<file path="config.mk">
export PLATFORM = sky130hd
export DESIGN_NAME = hflip_augment
export DESIGN_NICKNAME = d
export VERILOG_FILES = /design/src/rtl/hflip_augment.sv
export SDC_FILE = /design/constraint.sdc
export NUM_CORES = 1
export LEC_CHECK = 0
export CAP_MARGIN = 10
export CORE_MARGIN = 1.5
export CORE_UTILIZATION = 50
export CTS_CLUSTER_DIAMETER = 100
export DETAILED_ROUTE_END_ITERATION = 10
export PLACE_DENSITY_LB_ADDON = 0.1
export SYNTH_ARGS = -nofsm -noshare
export SYNTH_HDL_FRONTEND = slang
export SYNTH_SLANG_ARGS = --single-unit
</file>
<file path="constraint.sdc">
create_clock -name clk -period 7.85 [get_ports clk]
set_input_delay 1.57 -clock clk [delete_from_list [all_inputs] [get_ports clk]]
set_output_delay 1.57 -clock clk [all_outputs]
set_load 0.1 [all_outputs]
</file>
<file path="src/rtl/hflip_augment.sv">
// hflip_augment: ping-pong row buffer that re-emits each image row reversed or in order
module hflip_augment #(
    parameter int PIXEL_WIDTH = 8,
    parameter int IMG_W       = 28,
    parameter int IMG_H       = 28
) (
    input  logic                   clk,
    input  logic                   reset,
    input  logic                   flip_en,
    input  logic [PIXEL_WIDTH-1:0] pixel_in,
    input  logic                   pixel_in_valid,
    output logic [PIXEL_WIDTH-1:0] pixel_out,
    output logic                   pixel_out_valid,
    output logic                   in_image_done,
    output logic                   image_done,
    output logic                   overflow
);
    localparam int CW = $clog2(IMG_W);
    localparam int RW = (IMG_H > 1) ? $clog2(IMG_H) : 1;

    typedef enum logic {IDLE, EMIT} state_t;

    logic [PIXEL_WIDTH-1:0] mem_q [2][IMG_W];
    logic [CW-1:0]          in_col_q, out_col_q, rd_idx;
    logic [RW-1:0]          in_row_q;
    logic                   wsel_q, rsel_q, img_flip_q;
    logic [1:0]             full_q, full_d, row_flip_q, row_last_q;
    state_t                 state_q;
    logic [PIXEL_WIDTH-1:0] pixel_out_q;
    logic                   pixel_out_valid_q, in_image_done_q, image_done_q, overflow_q;
    logic                   releasing, wr_ok, in_col_last, in_row_last, img_start, cur_flip;

    assign in_col_last = in_col_q == CW'(IMG_W - 1);
    assign in_row_last = in_row_q == RW'(IMG_H - 1);
    assign img_start   = (in_col_q == '0) && (in_row_q == '0);
    assign cur_flip    = img_start ? flip_en : img_flip_q;
    // The buffer being read hands back its slot on the edge its last column is read
    assign releasing   = (state_q == EMIT) && (out_col_q == CW'(IMG_W - 1));
    assign wr_ok       = pixel_in_valid && (!full_q[wsel_q] || (releasing && rsel_q == wsel_q));
    assign rd_idx      = row_flip_q[rsel_q] ? CW'(IMG_W - 1) - out_col_q : out_col_q;

    assign pixel_out       = pixel_out_q;
    assign pixel_out_valid = pixel_out_valid_q;
    assign in_image_done   = in_image_done_q;
    assign image_done      = image_done_q;
    assign overflow        = overflow_q;

    // Full flags: release by the reader first, then a completed row from the writer
    always_comb begin
        full_d = full_q;
        if (releasing) full_d[rsel_q] = 1'b0;
        if (wr_ok && in_col_last) full_d[wsel_q] = 1'b1;
    end

    // Row storage; no reset needed since full flags gate every read
    always_ff @(posedge clk) begin
        if (wr_ok) mem_q[wsel_q][in_col_q] <= pixel_in;
    end

    // Write side: raster counters, per-row flip/last tags, overflow and input-done flags
    always_ff @(posedge clk or posedge reset) begin
        if (reset) begin
            in_col_q        <= '0;
            in_row_q        <= '0;
            wsel_q          <= 1'b0;
            img_flip_q      <= 1'b0;
            full_q          <= 2'b00;
            row_flip_q      <= 2'b00;
            row_last_q      <= 2'b00;
            overflow_q      <= 1'b0;
            in_image_done_q <= 1'b0;
        end else begin
            full_q          <= full_d;
            in_image_done_q <= wr_ok && in_col_last && in_row_last;
            if (pixel_in_valid && !wr_ok) overflow_q <= 1'b1;
            if (wr_ok) begin
                in_col_q <= in_col_last ? '0 : in_col_q + 1'b1;
                if (img_start) img_flip_q <= flip_en;
                if (in_col_last) begin
                    row_flip_q[wsel_q] <= cur_flip;
                    row_last_q[wsel_q] <= in_row_last;
                    wsel_q             <= ~wsel_q;
                    in_row_q           <= in_row_last ? '0 : in_row_q + 1'b1;
                end
            end
        end
    end

    // Read FSM: streams a full row out, chaining straight into the other buffer when ready
    always_ff @(posedge clk or posedge reset) begin
        if (reset) begin
            state_q           <= IDLE;
            rsel_q            <= 1'b0;
            out_col_q         <= '0;
            pixel_out_q       <= '0;
            pixel_out_valid_q <= 1'b0;
            image_done_q      <= 1'b0;
        end else begin
            pixel_out_valid_q <= state_q == EMIT;
            image_done_q      <= releasing && row_last_q[rsel_q];
            case (state_q)
                IDLE: begin
                    if (full_q[rsel_q]) begin
                        state_q   <= EMIT;
                        out_col_q <= '0;
                    end
                end
                EMIT: begin
                    pixel_out_q <= mem_q[rsel_q][rd_idx];
                    if (releasing) begin
                        out_col_q <= '0;
                        rsel_q    <= ~rsel_q;
                        state_q   <= full_q[~rsel_q] ? EMIT : IDLE;
                    end else begin
                        out_col_q <= out_col_q + 1'b1;
                    end
                end
            endcase
        end
    end
endmodule

</file>
# --- Word level (Yosys, flattened, before mapping) ---
# Memories as Yosys holds them, arrays and structs flattened.
# Index checks and enable logic that the tools add are counted.
word_totals:
  regBits: 37
  mem_bits_rw: 448
  inputBits: 12
  output_inout_bits: 12
  mem_count: 1
op_classes:
  addsub: 4
  order_cmp: 8
  n_eq_ne: 5
  muxes: 36
  bitwise_logic: 8
  reduce_logical: 18
memory_table:
  columns: ["memory", "words", "width", "rd", "rd_clocked_by_memory_dff", "wr", "line_no", "text"]
  rows:
  - ["mem_q", 2, 224, 1, 0, 1, "23", "logic [PIXEL_WIDTH-1:0] mem_q [2][IMG_W];"]
op_table:
  columns: ["op", "count"]
  rows:
  - ["two-way mux 224 bit", 1]
  - ["binary-select mux 8 bit (select 5 bit)", 1]
  - ["demux 8 bit (select 5 bit)", 1]
  - ["two-way mux 5 bit", 5]
  - ["two-way mux 8 bit", 3]
  - ["two-way mux 1 bit", 17]
  - ["adder 5 x 1 -> 5 bit, second input constant", 3]
  - ["== test 5 bit, second input constant", 3]
  - [">= comparator 6 bit, second input constant", 2]
  - ["inverter 5 -> 6 bit", 2]
  - ["logical AND 1 bit", 11]
  - ["zero test 5 bit", 2]
  - ["one-hot mux 5 bit (2 select lines)", 1]
  - ["less-than comparator 1 x 2 -> 1 bit, second input constant", 3]
  - ["less-than comparator 6 x 1 -> 1 bit, second input constant", 1]
  - ["subtractor 5 bit, first input constant", 1]
  - ["bitwise mux 2 bit", 2]
  - ["two-way mux 2 bit", 2]
  - ["AND reduction 2 bit", 2]
  - ["inverter 1 bit", 3]
  - ["bitwise AND 2 bit", 1]
  - ["demux 1 bit (select 1 bit)", 2]
  - [">= comparator 1 bit, second input constant", 2]
  - ["zero test 1 bit", 2]
  - ["other kinds (6)", 6]

# --- Longest topological paths before layout ---
# Gate-level depths: netlist (run 1).
depth:
  word_depth: 9
  mapped_depth: 11
  ltp_nobuf: 9

# --- Worst setup path before layout (run 1) ---
# No wires, ideal clock.
synth_timing:
  kind: "input -> register"
  from: "in pixel_in_valid"
  to: "reg row_flip_q[0]"
  arrival_ns: 2.925
  required_ns: 7.725
  path_slack_ns: 4.801
  cell_stages: 5
  path_buffers: 0
  path_cell_list: "inv_1 > a21oi_2 > nand3_2 > nor2_1 > mux2_2"
synth_between:
  elab_chain_len: 2
synth_rtl:
  columns: ["item", "line_no", "text"]
  rows:
  - ["start: declaration", "11", "input logic pixel_in_valid,"]
  - ["logical AND 1 bit", "39", "assign wr_ok = pixel_in_valid && (!full_q[wsel_q] || (releasing && rsel_q == wsel_q));"]
  - ["AND reduction 2 bit (no source line)", null, null]
  - ["end signal: indexed assignment", "80", "row_flip_q[wsel_q] <= cur_flip;"]
  - ["end: declaration", "27", "logic [1:0] full_q, full_d, row_flip_q, row_last_q;"]
# No other way between the ends.
# A chain may end at the register's enable or synchronous reset.

# --- Final worst setup path (run 1) ---
layout_timing:
  from: "reg row_flip_q[0]"
  to: "reg pixel_out_q[7], in the netlist pixel_out[7]"
layout_between:
  elab_chain_len: 7
layout_rtl:
  columns: ["item", "line_no", "text"]
  rows:
  - ["two-way mux 1 bit (implied by the code) (2 in a row)", "40", "assign rd_idx = row_flip_q[rsel_q] ? CW'(IMG_W - 1) - out_col_q : out_col_q;"]
  - ["two-way mux 5 bit", "40", null]
  - ["inverter 5 -> 6 bit (implied by the code)", "109", "pixel_out_q <= mem_q[rsel_q][rd_idx];"]
  - ["binary-select mux 8 bit (select 5 bit)", "109", null]
  - ["two-way mux 8 bit (implied by the code) (2 in a row)", "109", null]
  - ["end signal: assignment", "109", null]
  - ["end: declaration", "29", "logic [PIXEL_WIDTH-1:0] pixel_out_q;"]
# No other way between the ends. The select of a mux whose other input is x is not followed.

==> impl_results.md, run 1 <==
* Global route total overflow at 0
* Die X at 207 um
* Pwr/cell area at 243 nW/um^2
* Syn Area/Cell at about 15 um^2
* F_max at 254 MHz
* Synth top area share at 64.8%
* FFs w/ async S/R, synth at around 7.6%
* Ys flop type: edfxtp_1
* Synth Instances at 1,396
* Leak at 7.45 nW
* Hold WS at 0.489 ns
* Final setup fails at 0
* Int Power at 4.37 mW
* Initial antenna violation count at 0
* Worst setup margin at 3.92 ns
* Synth area leaders: edfxtp_1, mux4_2, mux2i_1, dfrtp_1, nand2_1
* Clk_lat worst skew at slightly below 0.6 ns
* Layout Skew at 0.0190 ns
* # port buffers at 23
* Max_cap viols at 0
* DR pass1 iterations at 5
* Area growth from synthesis to layout at 11.0%
* Worst EP required at 8.33 ns
* Crit path max fanout at 49
* Reg clk slew, reported paths at 0.06 ns
* Pre-CTS setup slack at 3.60 ns
* Combinational share of power at 4.6%
* Sequential cell area at around 14,000 um^2
* Layout cell share with drive strength beyond 1 at 13.7%
* Worst slew margin at between 20% and 30%
* Yosys cell types at 63
* Critical Path End Type: flip-flop
* Ports at 24
* RSZ-0062 raised after global routing: no
* Worst setup SP type: flip-flop
* CTS hold repair buffers at 0
* Clock sink count at 485
* Sw frac at 22.0%
* Layout fillers at 3,258
* DR DRC count at 0
* Vias at about 12,000
* Die height at 207 um
* Commonest cells after routing, fill and taps aside: edfxtp_1, nand2_1, mux2i_1
* Crit path top cell by count: buf_4
* TritonCTS Buffers at around 50
* Seq pwr share at 52.5%
* Vias in the first global route at 11,733
* Yosys Warn Count at 0
* CTS tree: built
* Cell Rows at 74
* Die footprint at 42,800 um^2
* Antenna cells at 0
* EDFF count, synth at ~450
* Buffers & Inverters on Critical Path at 3
* Switch Pwr at 1.24 mW
* Routed length per instance at approximately 27 um
* Syn Nets at 1,417
* Slew Limit Fails at 0
* CTS root buf: clkbuf_16
* Commonest non-fill, non-tap cell in the layout: edfxtp_1
* Post-synthesis sequential area ratio at 69.2%
* Synthesized cell area at 20,800 um^2
* Max stage delay cell, worst path: buf_4
* HP Class: flip-flop to flip-flop
* Post-cts sizing count at 0
* Util after Layout at 56.3%
* Post-synthesis register bit count at 485
* Fin crit period at roughly 4 ns
* CP delay by family, top: buffers and inverters
* Postcts setup bufs at 0
* WP data arrival at 4.41 ns
* GRT Total Usage at 26.2%
* Setup_tns at 0 ns
* Core area at about 41,000 um^2
* Post-DP HPWL at 33,300 um
* Worst path cell trace: buf_4 -> xor2_4 -> buf_4 -> buf_4 -> mux4_2 -> a221oi_1 -> o2111ai_1 -> o221a_2
* Fin nets at 1,437
* GP Congestion at ~0.85
* Final worst-path cycle share at between 50% and 60%
* Multi-input logic area at 5870 um^2
* Initial Utilization at 50.7%
* Cell taking the most area after synthesis: edfxtp_1
* H-tree levels at 2
* Max incr delay on CP at 0.70 ns
* ANT nets after route at 0
* First-pass GRT wire length at 79,400 um
* Worst VDD drop at around 0.19 mV
* Final WL at between 50,000 and 60,000 um
* Longest Clk Path Bufs at 3
* Final Hold Violating Endpoints at 0
* Status: finished clean
* Largest net degree at the start of global routing at 62
* Detail-routed via count per cell at 6.19
* WS Path Type: flip-flop to flip-flop
* DRT iter0 DRCs at 1,316
* Worst slew pin tran at between 1 and 1.5 ns
* Clk pwr share at 42.9%
[path summary, 6_finish.rpt]
path / startpoint / depth (start not counted) / slack (ns) / to
min: img_flip_q / 2 / 0.49 / img_flip_q
max reg2reg: row_flip_q[0] / 8 / 3.92 / pixel_out[7]
max: row_flip_q[0] / 8 / 3.92 / pixel_out[7]
max in group asynchronous: reset / 2 / 5.76 / rsel_q
min in group asynchronous: reset / 2 / 1.47 / image_done
min reg2reg: img_flip_q / 2 / 0.49 / img_flip_q
[tightest hold or removal path, stage by stage (launching register included)]
cell and delay, ns:
dfrtp_1 0.35, nand2_1 0.05, nand2_1 0.06
[final cells by class]
cell class              count  area share [%]
flip-flops and latches    485            62.4
multi-input cells         818            25.5
clock buffers              78            6.68
well taps                 532            2.89
repair buffers             50            1.70
clock inverters            18           0.678
inverters                  10           0.163
[state kept, by name (all words and copies together), names as in the netlist, 2 cells and up]
register and cells:
mem_q 448, in_row_q 5, out_col_q 5, full_q 2, pixel_out 8, row_last_q 2
in_col_q 5, row_flip_q 2
[routing by layer]
layer / global-route usage [%] / share of wire [%]
met2: 40.0 / 46
met1: 39.1 / 44
met5: 0 / 0
met3: 4.21 / 7.8
met4: 8.09 / 2.6
[power by group through the flow]
stage / Combinational [mW] / Sequential (mW) / Clock (mW)
floorplan: 0.134 / 2.97 / 0
global placement: 0.257 / 3.00 / 0
detailed placement: 0.260 / 3.00 / 0
CTS: 0.261 / 2.95 / 2.43
global route: 0.277 / 2.95 / 2.53
finish: 0.257 / 2.95 / 2.41
[synthesized netlist by cell type, drive strengths merged, types with 6 or more instances]
library cell and instances:
ha 9, a22oi 26, xor2 6, o221ai 7
nor2b 10, buf 54, o2111ai 6, nor2 87
nor3 28, mux2 17, a221oi 10, and3 17
nand2 212, xnor2 9, inv 10, edfxtp 448
a211o 6, mux4 50, and2 6, a21oi 35
dfrtp 37, nand3 85, a31oi 17, a211oi 7
clkbuf 29, o21ai 18, mux2i 105
[through the flow]
step	instances	cell area (um^2)	power [mW]
finish	1991	23100	5.61
floorplan	1396	20800	3.11
global route	1991	23100	5.76
global placement	1894	21300	3.26
CTS	1990	23000	5.64
detailed placement	1894	21300	3.26
[logic make-up after synthesis]
family	count (synthesis)	share of synthesized area, %
DFF	485	69.2
and+or+nand+nor	462	9.79
muxes	172	11.5
AOI/OAI and AO/OA	160	5.37
buffers and inverters	93	2.54
xor gates and xnor gates	15	0.976
adders and majority gates	9	0.542
(Power assumes the default switching activity.)
==> run 2, diff against run 1 <==
==> constraint.sdc (replaced) <==
create_clock -name clk -period 4.02 [get_ports clk]
set_input_delay 0.804 -clock clk [delete_from_list [all_inputs] [get_ports clk]]
set_output_delay 0.804 -clock clk [all_outputs]
set_load 0.1 [all_outputs]
==> impl_results.md, run 2 (synthesis gave the netlist of run 1 again) <==
* Post-DP HPWL at ~36,000 um
* TritonCTS Buffers at 51
* Clk_lat worst skew at 0.59 ns
* Global route total overflow at 0
* Final Hold Violating Endpoints at 0
* CTS root buf: clkbuf_16
* GRT Total Usage at 26.2%
* Initial antenna violation count at 1
* Max incr delay on CP at about 0.79 ns
* Initial Utilization at 50.7%
* Layout fillers at 3,239
* Worst slew pin tran at 0.990 ns
* Sequential cell area at 14,400 um^2
* GP Congestion at 0.885
* Largest net degree at the start of global routing at 49
* Crit path max fanout at 17
* Number of flip-flops in the largest register at 448
* Vias at 12,440
* Detail-routed via count per cell at 6.13
* Routed length per instance at 26.7 um
* Pre-CTS setup slack at between 0.7 and 0.8 ns
* Fin nets at 1,480
* R2R Setup Slk at slightly below 0.7 ns
* Top reg by flops: mem_q
* Hold Crit Endpoint: img_flip_q
* Antenna cells at 0
* Worst setup SP type: flip-flop
* Pwr/cell area at 472 nW/um^2
* Critical R2R Launch: rsel_q
* Worst setup margin at just under 0.7 ns
* Ports at 24
* Clock sink count at 485
* Worst slew margin at 33.5%
* Vias in the first global route at 12,168
* Highest routed layer: met5
* DRT iter0 DRCs at 1,331
* Post-cts sizing count at 0
* RSZ-0062 raised after global routing: no
* Leak at 7.69 nW
* Worst Reg-to-Reg Cells at 7
* Util after Layout at 57.2%
* Die X at 207 um
* Multi-input logic area at 5870 um^2
* CTS hold repair buffers at 0
* WP data arrival at 3.85 ns
* Critical Path End Type: flip-flop
* ANT nets after route at 0
* Cell Rows at 74
* Worst R2R End: pixel_out[3]
* Worst EP required at 4.54 ns
* Reg clk slew, reported paths at roughly 0.06 ns
* Layout Skew at 0.0148 ns
* Max stage delay cell, worst path: nor3_1
* Worst path cell trace: clkinv_1 -> buf_4 -> and3_1 -> a31oi_1 -> o221ai_1 -> nor3_1 -> o221a_2
* CTS tree: built
* Hold path startpoint: img_flip_q
* Routed length on met3 at 4670 um
* # port buffers at 23
* Setup_tns at 0 ns
* Core area at 40,900 um^2
* Commonest non-fill, non-tap cell in the layout: edfxtp_1
* Fin crit period at 3.34 ns
* Longest Clk Path Bufs at 3
* HP Class: flip-flop to flip-flop
* First-pass GRT wire length at between 70,000 and 80,000 um
* H-tree levels at 2
* Met2 routed WL at 24,700 um
* Final setup fails at 0
* Status: finished clean
* Die footprint at 42,800 um^2
* Final WL at 54,300 um
* Layout cell share with drive strength beyond 1 at 16.0%
* WS Path Type: flip-flop to flip-flop
* Commonest cells after routing, fill and taps aside: edfxtp_1, nand2_1, mux2i_1
* Postcts setup bufs at 0
* Max_cap viols at 0
* Slew Limit Fails at 0
* F_max at 300 MHz
* DR pass1 iterations at 5
* Worst Hold Depth at 2
* DR DRC count at 0
* Area growth from synthesis to layout at 12.8%
* M1 WL at between 20,000 and 25,000 um
* Worst VDD drop at between 0.3 and 0.4 mV
* Final worst-path cycle share at a little over 80%
* Die height at 207 um
* Tot Pwr at 11.0 mW
[run 2: changes by cell type in the layout (fill, tap and decap cells not counted), sizes merged]
cell / change
buf: +44
bufinv: +6
clkbuf: -19
clkinv: +10
inv: -2
[run 2: area by class of cell]
class | instances | area share [%]
Clock buffer | 60 | 5.82
Sequential cell | 485 | 61.4
Timing Repair Buffer | 93 | 3.16
Inverter | 10 | 0.160
Multi-Input combinational cell | 818 | 25.1
Tap cell | 532 | 2.84
Clock inverter | 32 | 1.49
[run 2: worst max-delay path, delay by kind of cell (launching register included)]
kind,cells,cell delay (ns)
flip-flops,1,0.51
AO/OA/AOI/OAI,3,0.70
AND/OR/NAND/NOR,2,0.96
buffers and inverters,2,1.08
[run 2: metrics by stage]
stage          std cells  hold slack, ns  cell area, um^2
2_1_floorplan       1396           0.372            20800
3_3_place_gp        1938           0.464            21700
3_5_place_dp        1938           0.470            21700
4_1_cts             2030           0.486            23400
5_1_grt             2030           0.512            23400
6_report            2030           0.485            23400
[run 2: how the worst max path moves through the flow]
| stage | start | to |
|---|---|---|
| 6_report | rsel_q | pixel_out[3] |
| 5_1_grt | rsel_q | pixel_out[4] |
| 4_1_cts | out_col_q[3] | mem_q[0][201] |
| 3_5_place_dp | pixel_in_valid | mem_q[1][78] |
| 3_3_place_gp | rsel_q | pixel_out[1] |
| 2_1_floorplan | out_col_q[2] | row_flip_q[0] |
[run 2: power by group]
part / internal [mW] / switching (mW) / total, mW / leakage, nW
clock: 2.92 / 1.90 / 4.82 / 0.845
sequential: 5.67 / 0.0754 / 5.74 / 4.47
combinational: 0.112 / 0.373 / 0.485 / 2.37
total: 8.70 / 2.35 / 11.0 / 7.69
[run 2: routing by layer]
metal | vias up | GRT usage (%)
met5 | - | 0
met4 | 2 | 9.53
met3 | 112 | 6.09
met2 | 545 | 39.7
met1 | 6296 | 37.3
li1 | 5485 | -
